==> src/rtl/mux_arbiter.sv <==
// Three-source packet mux arbiter: round-robin grant on packet heads, lock the
// winner until its tail transfers, report last packet length and protocol errors.
module mux_arbiter #(
    parameter int               TYPEW         = 3,
    parameter logic [TYPEW-1:0] TYPE_NONE     = 3'd0,
    parameter logic [TYPEW-1:0] TYPE_HEAD     = 3'd1,
    parameter logic [TYPEW-1:0] TYPE_DATA     = 3'd2,
    parameter logic [TYPEW-1:0] TYPE_TAIL     = 3'd3,
    parameter logic [TYPEW-1:0] TYPE_HEADTAIL = 3'd4
) (
    input  logic             clk,
    input  logic             rst_,
    input  logic             ivalid_0,
    input  logic             ivalid_1,
    input  logic             ivalid_2,
    input  logic [TYPEW-1:0] itype_0,
    input  logic [TYPEW-1:0] itype_1,
    input  logic [TYPEW-1:0] itype_2,
    input  logic             oready,
    output logic [2:0]       sel,
    output logic             iready_0,
    output logic             iready_1,
    output logic             iready_2,
    output logic             busy,
    output logic [7:0]       pkt_len,
    output logic             err
);

    typedef enum logic {S_IDLE, S_BUSY} state_t;

    state_t           r_state, w_state_nxt;
    logic [1:0]       r_owner, w_owner_nxt;
    logic [1:0]       r_rr_ptr, w_rr_ptr_nxt;
    logic [7:0]       r_cnt, w_cnt_nxt;
    logic [7:0]       r_pkt_len, w_pkt_len_nxt;
    logic [2:0]       r_sel, w_sel_nxt;
    logic             r_err, w_err_nxt;

    logic [2:0]       w_valid;
    logic [2:0]       w_req;
    logic             w_grant_vld;
    logic [1:0]       w_winner;
    logic             w_own_valid;
    logic [TYPEW-1:0] w_own_type;
    logic             w_busy;
    logic             w_xfer;
    logic             w_is_end;
    logic [7:0]       w_cnt_inc;

    function automatic logic [1:0] mod3_add(input logic [1:0] a, input logic [1:0] b);
        logic [2:0] s;
        s = {1'b0, a} + {1'b0, b};
        return (s >= 3'd3) ? 2'(s - 3'd3) : s[1:0];
    endfunction

    function automatic logic is_head(input logic [TYPEW-1:0] t);
        return (t == TYPE_HEAD) || (t == TYPE_HEADTAIL);
    endfunction

    assign w_valid = {ivalid_2, ivalid_1, ivalid_0};
    assign w_req   = {ivalid_2 & is_head(itype_2),
                      ivalid_1 & is_head(itype_1),
                      ivalid_0 & is_head(itype_0)};

    // Scan from the far end so the requester closest to rr_ptr is written last and wins.
    always_comb begin
        w_grant_vld = 1'b0;
        w_winner    = r_rr_ptr;
        for (int k = 2; k >= 0; k--) begin
            if (w_req[mod3_add(r_rr_ptr, 2'(k))]) begin
                w_grant_vld = 1'b1;
                w_winner    = mod3_add(r_rr_ptr, 2'(k));
            end
        end
    end

    always_comb begin
        case (r_owner)
            2'd1:    begin w_own_valid = ivalid_1; w_own_type = itype_1; end
            2'd2:    begin w_own_valid = ivalid_2; w_own_type = itype_2; end
            default: begin w_own_valid = ivalid_0; w_own_type = itype_0; end
        endcase
    end

    assign w_busy    = (r_state == S_BUSY);
    assign w_xfer    = w_busy && w_own_valid && oready;
    assign w_is_end  = (w_own_type == TYPE_TAIL) || (w_own_type == TYPE_HEADTAIL);
    assign w_cnt_inc = (r_cnt == 8'hFF) ? r_cnt : r_cnt + 8'd1;

    // NOTE: every signal gets a default before the case so no path can infer a latch.
    always_comb begin
        w_state_nxt   = r_state;
        w_owner_nxt   = r_owner;
        w_rr_ptr_nxt  = r_rr_ptr;
        w_cnt_nxt     = r_cnt;
        w_pkt_len_nxt = r_pkt_len;
        w_sel_nxt     = r_sel;
        w_err_nxt     = r_err;
        case (r_state)
            S_IDLE: begin
                if (w_grant_vld) begin
                    w_state_nxt = S_BUSY;
                    w_owner_nxt = w_winner;
                    w_sel_nxt   = 3'b001 << w_winner;
                    w_cnt_nxt   = 8'd0;
                end
            end
            S_BUSY: begin
                if (w_xfer) begin
                    w_cnt_nxt = w_cnt_inc;
                    // The head is always the first flit, so a head or idle code later is malformed.
                    if ((r_cnt != 8'd0) &&
                        ((w_own_type == TYPE_HEAD) || (w_own_type == TYPE_NONE))) begin
                        w_err_nxt = 1'b1;
                    end
                    if (w_is_end) begin
                        w_state_nxt   = S_IDLE;
                        w_sel_nxt     = 3'b000;
                        w_rr_ptr_nxt  = mod3_add(r_owner, 2'd1);
                        w_pkt_len_nxt = w_cnt_inc;
                        w_cnt_nxt     = 8'd0;
                    end
                end
            end
            default: w_state_nxt = S_IDLE;
        endcase
    end

    // NOTE: state registers use non-blocking assignments so all flops update together.
    always_ff @(posedge clk or negedge rst_) begin
        if (!rst_) begin
            r_state   <= S_IDLE;
            r_owner   <= 2'd0;
            r_rr_ptr  <= 2'd0;
            r_cnt     <= 8'd0;
            r_pkt_len <= 8'd0;
            r_sel     <= 3'b000;
            r_err     <= 1'b0;
        end else begin
            r_state   <= w_state_nxt;
            r_owner   <= w_owner_nxt;
            r_rr_ptr  <= w_rr_ptr_nxt;
            r_cnt     <= w_cnt_nxt;
            r_pkt_len <= w_pkt_len_nxt;
            r_sel     <= w_sel_nxt;
            r_err     <= w_err_nxt;
        end
    end

    assign sel      = r_sel;
    assign busy     = w_busy;
    assign pkt_len  = r_pkt_len;
    assign err      = r_err;
    assign iready_0 = w_busy && (r_owner == 2'd0) && oready;
    assign iready_1 = w_busy && (r_owner == 2'd1) && oready;
    assign iready_2 = w_busy && (r_owner == 2'd2) && oready;

endmodule

==> config.mk <==
export PLATFORM = sky130hd
export DESIGN_NAME = mux_arbiter
export DESIGN_NICKNAME = d
export VERILOG_FILES = /design/src/rtl/mux_arbiter.sv
export SDC_FILE = /design/constraint.sdc
export NUM_CORES = 1
export LEC_CHECK = 0
export CAP_MARGIN = 10
export CORE_ASPECT_RATIO = 1.2
export CORE_MARGIN = 4
export CORE_UTILIZATION = 38
export DETAILED_ROUTE_END_ITERATION = 12
export REMOVE_ABC_BUFFERS = 1
export SLEW_MARGIN = 20
export SYNTH_ARGS = -nofsm -noshare
export SYNTH_HDL_FRONTEND = slang
export SYNTH_SLANG_ARGS = --single-unit
export TNS_END_PERCENT = 50
==> constraint.sdc <==
create_clock -name clk -period 4.8 [get_ports clk]
set_input_delay 0.48 -clock clk [delete_from_list [all_inputs] [get_ports clk]]
set_output_delay 0.48 -clock clk [all_outputs]
set_load 0.01 [all_outputs]
==> summary.txt, run 1 <==
Setup path
  – Kind of critical path: flop to flop
  – R2R Setup Slk: 2.22 ns
  – Worst EP arrival: 2.74 ns
  – Reg2reg path depth: 7
  – Worst r2r dst: pkt_len[3]
  – Crit-path cells: inv_1 -> ha_1 -> nor2_1 -> a21oi_1 -> or3_4 -> a21boi_4 -> mux2_2
  – Worst setup SP type: flop
  – Critical Path Slowest Stage Cell: a21boi_4
  – Crit path largest cell delay: 0.47 ns
  – WP data required: 4.96 ns
  – CP endpoint kind: flop
  – Critical R2R Launch: r_owner[0]
  – Crit Path Max Fanout: 18

Global routing
  – First-pass GRT wire length: 6960 um
  – Vias in the first global route: 1471
  – Largest net degree at the start of global routing: 26
  – Total gr overflow: 0
  – Initial antenna violation count: 0
  – GRT Resource Usage Total: 14.8%

Drt
  – ANT nets after route: 0
  – Iter 0 DRT Violations: 74
  – Routed via count: 1565
  – Detailed Routing Iterations Pass 1: 4
  – Post-DR wirelength/cell: 14.2 um
  – Residual DRC: 0
  – Wirelength, routed: 4020 um
  – DR vias/cell: 5.55

Floorplan
  – DIE AREA: 0.00576 sq mm
  – Die width: 70.0 um
  – Starting Density: 40.2%
  – Die Y: 82.3 um
  – Row count: 26
  – # IOs: 31
  – Core footprint: 0.00436 sq mm

Final layout
  – Most common cell after layout, fill and taps aside: clkdlybuf4s50_1
  – Non-filler instance count after layout: 282
  – Nets: 250
  – Share of layout cells above drive strength 1: 6.64%
  – Antenna diodes: 0
  – Most frequent cells in the layout: clkdlybuf4s50_1 (30), dfrtp_1 (25), a21oi_1 (19)
  – Filler cells: 431
  – Area Overhead vs Synth: 21.3%

Clock network
  – Clock sinks: 25
  – CTS Buf Count: 3
  – Hold buffer count at cts: 0
  – H-Tree Depth: 1
  – Clk pin slew, worst setup/hold paths: 0.09 ns
  – Post-CTS sizing: 0
  – CTS tree: done
  – Clock Latency Late Sink: 0.27 ns
  – Clk buf depth: 2
  – Postcts setup bufs: 0
  – Root Buffer Master: clkbuf_8

Yosys
  – #FFs+latches synth: 25
  – Syn. warnings: 0
  – Cell taking the most area after synthesis: dfrtp_1
  – Sequential fraction of the synthesis area: 35.7%
  – Synth top area share: 35.7%
  – Post-synth EDFFs: 0
  – Dominant synthesized flop cell: dfrtp_1
  – Asr flop ratio synth: 100%
  – Synth cell types: 42
  – Post-Syn Area: 0.00175 sq mm
  – Area contributors post-synth: dfrtp_1 (36%), ha_1 (5.7%), a21oi_1 (5.4%)
  – Mean Syn Cell Area: 8.71 sq um
  – Gate Count Post-Synth: 201

STA
  – Final Hold Fails: 0
  – Setup violations, final: 0
  – Fmax: 387 MHz
  – Setup TNS: 0 ns
  – Slew Limit Fails: 0
  – Worst Max-Slew Pin Slew: 0.542 ns
  – Tmin final: 2.58 ns
  – Worst rel slew slack: 63.7%
  – RSZ-0062 raised after global routing: no
  – Clock Skews: 0.00559 ns
  – Period utilisation layout: 53.8%

Power
  – Sw Ratio: 44.2%
  – Overall power: 1.25 mW
  – PD cells: 591 mW/mm^2
  – Leak: 0.917 nW
  – P_sw: 555 uW
  – Internal power: 699 uW
  – Clk pwr share: 10.0%
  – Peak VDD IR: 0.000257 V
  – Sequential fraction of design power: 29.1%
  – Logic pwr share: 60.9%

Placement
  – IO buf count: 30
  – DP Cell Count: 278
  – HPWL Detailed: 3140 um
  – Routability congestion estimate: 0.796

Worst hold path
  – Hold Path Class: flop to flop
  – WHS Path Cells: 1
  – Hold worst-path end: err
  – Hold Path Origin: err

Outcome
  – Status: completed

Run
  – Maxcap violations: 0
## registers in the layout, indices dropped and copies added (netlist names)
| signal | flops |
|---|---|
| busy | 1 |
| err | 1 |
| pkt_len | 8 |
| r_cnt | 8 |
| r_owner | 2 |
| r_rr_ptr | 2 |
| sel | 3 |
## cell usage after synthesis (2+ instances only)
library cell and number:
o211ai_1 7, a31oi_1 6, xnor2_1 5, clkbuf_1 2, dfrtp_1 25, a22o_1 2
nand2_1 14, mux2_2 2, mux2i_1 4, a22oi_1 3, a21oi_2 2, a2bb2oi_1 2
nor2b_1 4, nand4_1 4, nand2b_1 6, a21o_1 6, a21oi_1 19, nand3_1 8
xor2_1 2, nor3_1 2, buf_2 7, and3_1 10, ha_1 8, o21ai_0 8
nor2_1 12, or4_1 2, inv_1 14
## worst max path at each step
stage | startpoint | to | slack [ns] | cells past startpoint
global placement | itype_1[1] | pkt_len[0] | 2.18 | 6
global route | r_owner[0] | pkt_len[3] | 2.01 | 7
CTS | r_owner[0] | pkt_len[3] | 2.19 | 7
finish | r_owner[0] | pkt_len[3] | 2.22 | 7
detailed placement | itype_1[1] | pkt_len[0] | 2.15 | 6
floorplan | r_owner[0] | pkt_len[0] | 2.49 | 7
## logic make-up (layout without fill, tap and decap cells)
kind of cell               count (synthesis)  in the layout  synth area share [%]
muxes                                      6              6                  3.57
DFF                                       25             25                  35.7
adders and majority gates                  8              8                  5.72
AOI/OAI and AO/OA                         65             65                  25.7
xor gates and xnor gates                   7              7                  3.50
buffers and inverters                     24             49                  6.08
and+or+nand+nor                           66             66                  19.7
## cell type report
class / count / area [sq um] / area share (%)
repair buffers: 31 / 308 / 14.5
multi-input cells: 152 / 1020 / 48.0
clock buffers: 3 / 41.3 / 1.94
well taps: 56 / 70.1 / 3.30
clock inverters: 1 / 7.51 / 0.354
flip-flops and latches: 25 / 626 / 29.5
inverters: 14 / 52.6 / 2.47
## routing by layer
layer	track usage, %	wire length [um]	share of wire [%]
met1	18.8	1820	45
met2	26.5	2030	50
met3	1.45	113	2.8
met4	5.17	54	1.3
met5	0	0	0
## stage by stage
| step | setup WS, ns | hold slack (ns) | util [%] | cell area (sq um) |
|---|---|---|---|---|
| floorplan | 2.49 | 0.184 | - | 1700 |
| global placement | 2.18 | 0.473 | 47.6 | 2070 |
| detailed placement | 2.15 | 0.472 | 47.6 | 2070 |
| CTS | 2.19 | 0.497 | 48.7 | 2120 |
| global route | 2.01 | 0.507 | 48.7 | 2120 |
| finish | 2.22 | 0.490 | 48.7 | 2120 |
## worst max-delay path, delay by kind of cell, from the launching register on
family	cells	cell delay, ns
mux	1	0.39
flops	1	0.41
compound gates	2	0.54
simple gates	2	0.61
fa+ha+maj	1	0.42
buf+inv	1	0.08
## power groups by stage
| stage | combinational (mW) | clock [mW] | sequential, mW |
|---|---|---|---|
| after floorplan | 0.501 | 0 | 0.377 |
| after global placement | 0.767 | 0 | 0.370 |
| after detailed placement | 0.765 | 0 | 0.369 |
| after CTS | 0.768 | 0.130 | 0.366 |
| after global routing | 0.853 | 0.140 | 0.381 |
| final | 0.763 | 0.125 | 0.365 |
Power figures use the tool's default switching activity.
==> inputs of run 2 (changes only) <==
==> constraint.sdc (replaced) <==
create_clock -name clk -period 2.68 [get_ports clk]
set_input_delay 0.268 -clock clk [delete_from_list [all_inputs] [get_ports clk]]
set_output_delay 0.268 -clock clk [all_outputs]
set_load 0.01 [all_outputs]
==> run 2 against run 1 <==
Net effect: largest cell class unchanged; sequential power rose by 80%; non-clock buffer count is 3 higher; worst hold slack lost 0.13 ns; critical endpoint is now pkt_len[0].
==> summary.txt, run 2 (synthesized netlist as in run 1, its figures left out) <==
Clock network
  – Clock Latency Late Sink: 0.26 ns (about the same)
  – Root Buffer Master: clkbuf_8
  – CTS tree: done
  – Post-CTS sizing: 0 (unchanged)
  – Postcts setup bufs: 0 (unchanged)
  – Clk buf depth: 2 (unchanged)
  – Clock sinks: 25 (unchanged)
  – Clk pin slew, worst setup/hold paths: 0.08 ns (about the same)
  – H-Tree Depth: 1 (unchanged)
  – CTS Buf Count: 3 (unchanged)
  – Hold buffer count at cts: 0 (unchanged)

STA
  – Period utilisation layout: 91.3% (+37 points)
  – Slew Limit Fails: 0 (unchanged)
  – Worst Max-Slew Pin Slew: 0.500 ns (-0.0423 ns)
  – Worst rel slew slack: 66.6% (+2.9 points)
  – Fmax: 409 MHz (+5.6%)
  – Min Hold Slack: 0.356 ns (-0.134 ns)
  – Tmin final: 2.45 ns (-0.136 ns)
  – RSZ-0062 raised after global routing: no
  – Setup TNS: 0 ns (unchanged)
  – Final setup margin: 0.234 ns (-1.98 ns)
  – Clock Skews: 0.00130 ns (-0.00428 ns)
  – Setup violations, final: 0 (unchanged)
  – Final Hold Fails: 0 (unchanged)

Run
  – Maxcap violations: 0 (unchanged)

Global routing
  – Total gr overflow: 0 (unchanged)
  – Largest net degree at the start of global routing: 26 (unchanged)
  – Initial antenna violation count: 0 (unchanged)
  – First-pass GRT wire length: 7110 um (+2.1%)
  – Vias in the first global route: 1517 (+3.1%)
  – GRT Resource Usage Total: 15.3% (+0.46 points)

Floorplan
  – DIE AREA: 0.00576 sq mm (unchanged)
  – Die width: 70.0 um (unchanged)
  – # IOs: 31 (unchanged)
  – Starting Density: 40.2% (unchanged)
  – Die Y: 82.3 um (unchanged)
  – Core footprint: 0.00436 sq mm (unchanged)
  – Row count: 26 (unchanged)

Setup path
  – CP endpoint kind: flop
  – Reg2reg path depth: 7 (unchanged)
  – R2R Setup Slk: 0.23 ns (-1.98 ns)
  – Kind of critical path: flop to flop
  – Worst r2r dst: pkt_len[0]
  – Crit path max-delay family: simple AND/OR/NAND/NOR gates
  – Critical path buffers and inverters: 1 (unchanged)
  – Critical Path Slowest Stage Cell: or3_4
  – Critical R2R Launch: r_owner[0]
  – Worst setup SP type: flop
  – Crit Path Max Fanout: 13 (-5)
  – Crit path largest cell delay: 0.43 ns (-0.04 ns)
  – Crit-path cells: inv_1 -> ha_1 -> nor2_1 -> a21oi_1 -> or3_4 -> a21boi_4 -> mux2_2
  – Worst EP arrival: 2.60 ns (-0.14 ns)
  – WP data required: 2.83 ns (-2.13 ns)

Final layout
  – Area Overhead vs Synth: 22.4%
  – Filler cells: 418 (-3.0%)
  – Most frequent cells in the layout: clkdlybuf4s50_1 (30), dfrtp_1 (25), a21oi_1 (19)
  – Fin area: 0.00214 sq mm (+0.94%)
  – Antenna diodes: 0 (unchanged)
  – Nets: 253 (+1.2%)
  – Share of layout cells above drive strength 1: 7.86% (+1.2 points)
  – Most common cell after layout, fill and taps aside: clkdlybuf4s50_1

Power
  – Clk pwr share: 9.4% (-0.6 points)
  – Peak VDD IR: 0.000441 V (+72%)
  – Logic pwr share: 61.7% (+0.8 points)
  – Overall power: 2.28 mW (+81%)
  – PD cells: 1060 mW/mm^2 (+80%)
  – Internal power: 1.27 mW (+82%)
  – Leak: 0.936 nW (+2.1%)
  – Sequential fraction of design power: 28.8% (-0.3 points)
  – P_sw: 1.00 mW (+80%)
  – Sw Ratio: 44.0% (-0.24 points)

Placement
  – IO buf count: 30 (unchanged)
  – HPWL Detailed: 3170 um (+1.1%)
  – Worst slack, placed: 0.219 ns (-1.93 ns)
  – Area after DPL: 0.00210 sq mm (+1.1%)
  – Routability congestion estimate: 0.825 (+3.6%)

Drt
  – Wirelength, routed: 4070 um (+1.3%)
  – ANT nets after route: 0 (unchanged)
  – Routed via count: 1518 (-3.0%)
  – Detailed Routing Iterations Pass 1: 5 (+1)
  – Iter 0 DRT Violations: 38 (-49%)
  – Post-DR wirelength/cell: 14.3 um (+0.23%)
  – Residual DRC: 0 (unchanged)
  – DR vias/cell: 5.33 (-4.0%)

Outcome
  – Status: completed

Worst hold path
  – Hold Path Class: input port to async pin
-- run 2: changes by cell type in the layout (fill, tap and decap cells not counted) --
cell | before | now
buf_4 | 1 | 4
clkinv_2 | 0 | 1
clkinvlp_4 | 1 | 0
-- run 2: cell type report --
| cell class | instances | area (sq um) | share of cell area, % |
|---|---|---|---|
| Multi-Input combinational cell | 152 | 1020 | 47.5 |
| Sequential cell | 25 | 626 | 29.2 |
| Timing Repair Buffer | 34 | 330 | 15.4 |
| Tap cell | 56 | 70.1 | 3.27 |
| Inverter | 14 | 52.6 | 2.45 |
| Clock buffer | 3 | 41.3 | 1.93 |
| Clock inverter | 1 | 5.00 | 0.234 |
-- run 2: routing by layer --
| metal | global-route usage (%) | vias up | routed length, um |
|---|---|---|---|
| met4 | 5.17 | 0 | 45 |
| met3 | 1.09 | 4 | 72 |
| li1 | - | 778 | - |
| met5 | 0 | - | 0 |
| met1 | 18.9 | 709 | 1890 |
| met2 | 28.3 | 27 | 2060 |
-- run 2: worst max-delay path by stage --
stage	startpoint	to	depth (start not counted)
floorplan	r_owner[0]	pkt_len[0]	7
global placement	itype_0[0]	sel[0]	7
detailed placement	r_owner[1]	pkt_len[0]	7
CTS	r_owner[1]	pkt_len[7]	8
global route	r_owner[0]	pkt_len[7]	8
finish	r_owner[0]	pkt_len[0]	7
-- run 2: power groups by stage --
stage | clock, mW | sequential, mW | combinational, mW
after floorplan | 0 | 0.674 | 0.897
after global placement | 0 | 0.661 | 1.40
after detailed placement | 0 | 0.663 | 1.40
after CTS | 0.227 | 0.656 | 1.41
after global routing | 0.242 | 0.679 | 1.57
final | 0.215 | 0.656 | 1.40
-- run 2: metrics by stage --
stage | utilization [%] | std cells
floorplan | - | 191
finish | 49.2 | 285
CTS | 49.2 | 285
global route | 49.2 | 285
detailed placement | 48.1 | 281
global placement | 48.1 | 281
==> inputs of run 3 (changes only) <==
--- a/config.mk
+++ b/config.mk
@@ -9,7 +9,9 @@
 export CORE_ASPECT_RATIO = 1.2
 export CORE_MARGIN = 4
 export CORE_UTILIZATION = 38
+export CTS_CLUSTER_DIAMETER = 60
 export DETAILED_ROUTE_END_ITERATION = 12
+export PLACE_DENSITY = 0.65
 export REMOVE_ABC_BUFFERS = 1
 export SLEW_MARGIN = 20
 export SYNTH_ARGS = -nofsm -noshare
==> run 3 against run 2 <==
Net effect: clock skew increased by 0.0047 ns; power decreased by 1.2%; critical path depth is the same; worst hold slack lost 0.0082 ns; wire length is 4.4% lower; setup slack better by 0.029 ns; global-route usage decreased by 1.5 points; clock power rose by 3%; maximum frequency rose by 1.2%; critical endpoint is now pkt_len[3].
==> summary.txt, run 3 (synthesized netlist as in run 1, its figures left out) <==
Outcome
  – Status: completed

STA
  – Final Hold Fails: 0 (unchanged)
  – Fmax: 414 MHz (+1.2%)
  – Worst Max-Slew Pin Slew: 0.481 ns (-0.0193 ns)
  – Final setup margin: 0.263 ns (+0.0289 ns)
  – Tmin final: 2.42 ns (-0.0289 ns)
  – Clock Skews: 0.00596 ns (+0.00466 ns)
  – Slew Limit Fails: 0 (unchanged)
  – Setup violations, final: 0 (unchanged)
  – Worst rel slew slack: 67.9% (+1.3 points)
  – RSZ-0062 raised after global routing: no
  – Period utilisation layout: 90.2% (-1.1 points)
  – Setup TNS: 0 ns (unchanged)

Clock network
  – Clock Latency Late Sink: 0.27 ns (about the same)
  – CTS Buf Count: 3 (unchanged)
  – Root Buffer Master: clkbuf_8
  – Clk pin slew, worst setup/hold paths: 0.09 ns (about the same)
  – Postcts setup bufs: 0 (unchanged)
  – Post-CTS sizing: 0 (unchanged)
  – Hold buffer count at cts: 0 (unchanged)
  – Clk buf depth: 2 (unchanged)
  – Clock sinks: 25 (unchanged)
  – CTS tree: done
  – H-Tree Depth: 1 (unchanged)

Global routing
  – Initial antenna violation count: 0 (unchanged)
  – First-pass GRT wire length: 6530 um (-8.1%)
  – Total gr overflow: 0 (unchanged)
  – Vias in the first global route: 1506 (-0.73%)
  – Largest net degree at the start of global routing: 26 (unchanged)
  – GRT Resource Usage Total: 13.8% (-1.5 points)

Setup path
  – Kind of critical path: flop to flop
  – R2R Setup Slk: 0.26 ns (+0.03 ns)
  – Crit Path Max Fanout: 10 (-3)
  – CP endpoint kind: flop
  – WP data required: 2.83 ns (about the same)
  – Worst EP arrival: 2.57 ns (-0.03 ns)
  – Worst setup SP type: flop

Drt
  – Wirelength, routed: 3890 um (-4.4%)
  – Post-DR wirelength/cell: 13.7 um (-4.1%)
  – Routed via count: 1526 (+0.53%)
  – Detailed Routing Iterations Pass 1: 4 (-1)
  – DR vias/cell: 5.37 (+0.88%)
  – ANT nets after route: 0 (unchanged)
  – Iter 0 DRT Violations: 52 (+37%)
  – Residual DRC: 0 (unchanged)

Placement
  – Routability congestion estimate: 0.825 (+0.11%)
  – HPWL Detailed: 3070 um (-3.2%)
  – Worst slack, placed: 0.265 ns (+0.0464 ns)
  – IO buf count: 30 (unchanged)

Worst hold path
  – Hold Path Class: input port to async pin

Final layout
  – Area Overhead vs Synth: 22.2%
  – Antenna diodes: 0 (unchanged)
  – Final Util: 49.1% (-0.11 points)
  – Most common cell after layout, fill and taps aside: clkdlybuf4s50_1
  – Most frequent cells in the layout: clkdlybuf4s50_1 (30), dfrtp_1 (25), a21oi_1 (19)
  – Filler cells: 445 (+6.5%)
  – Nets: 252 (-0.40%)
  – Share of layout cells above drive strength 1: 7.46% (-0.40 points)

Run
  – Maxcap violations: 0 (unchanged)

Floorplan
  – Row count: 26 (unchanged)
  – Die Y: 82.3 um (unchanged)
  – Die width: 70.0 um (unchanged)
  – # IOs: 31 (unchanged)
  – Starting Density: 40.2% (unchanged)
  – Core footprint: 0.00436 sq mm (unchanged)
  – DIE AREA: 0.00576 sq mm (unchanged)

Power
  – PD cells: 1050 mW/mm^2 (-1.0%)
  – Peak VDD IR: 0.000486 V (+10%)
  – Leak: 0.928 nW (-0.85%)
==> run 3: cell types whose count changed in the layout (fill, tap and decap cells not counted) <==
cell and change:
clkinvlp_4 +1, buf_4 -1, clkinv_2 -1
==> run 3: power by group <==
group	switching [mW]	total, mW	internal (mW)
sequential	0.130	0.655	0.525
combinational	0.737	1.37	0.633
clock	0.117	0.222	0.105
==> run 3: metal layers <==
layer | vias to the layer above | GRT usage, % | routed length (um) | part of all wire, %
met2 | 19 | 26.7 | 2010 | 52
met1 | 723 | 15.8 | 1720 | 44
li1 | 778 | - | - | -
met5 | - | 0 | 0 | 0
met4 | 0 | 3.64 | 55 | 1.4
met3 | 6 | 2.42 | 102 | 2.6
==> run 3: critical path, stage by stage (launching register included) <==
cell,delay (ns)
dfrtp_1,0.41
inv_1,0.08
ha_1,0.42
nor2_1,0.19
a21oi_1,0.07
or3_4,0.42
a21boi_4,0.32
mux2_2,0.37
==> run 3: area by class of cell <==
type	instances	area, sq um	share of cell area (%)
tap	56	70.1	3.28
multi-input combinational	152	1020	47.6
inverter	14	52.6	2.46
clock buffer	3	41.3	1.93
timing repair buffer	33	323	15.1
sequential	25	626	29.3
clock inverter	1	7.51	0.351
==> run 3: through the flow <==
| stage | instance area [sq um] | power [mW] | hold WS, ns | std cells |
|---|---|---|---|---|
| finish | 2140 | 2.25 | 0.347 | 284 |
| global route | 2140 | 2.46 | 0.376 | 284 |
| CTS | 2140 | 2.27 | 0.357 | 284 |
| detailed placement | 2090 | 2.04 | 0.463 | 280 |
| global placement | 2090 | 2.03 | 0.467 | 280 |
| floorplan | 1700 | 1.57 | -0.0276 | 191 |
==> run 3: path summary, 6_finish.rpt <==
check                      startpoint           to  cells past startpoint
hold reg to reg                   err          err                      1
setup reg to reg           r_owner[0]   pkt_len[3]                      7
min in group clk                  err          err                      1
max in group asynchronous        rst_  r_rr_ptr[0]                      2
hold / removal                   rst_     r_cnt[6]                      2
setup / recovery           r_owner[0]   pkt_len[3]                      7
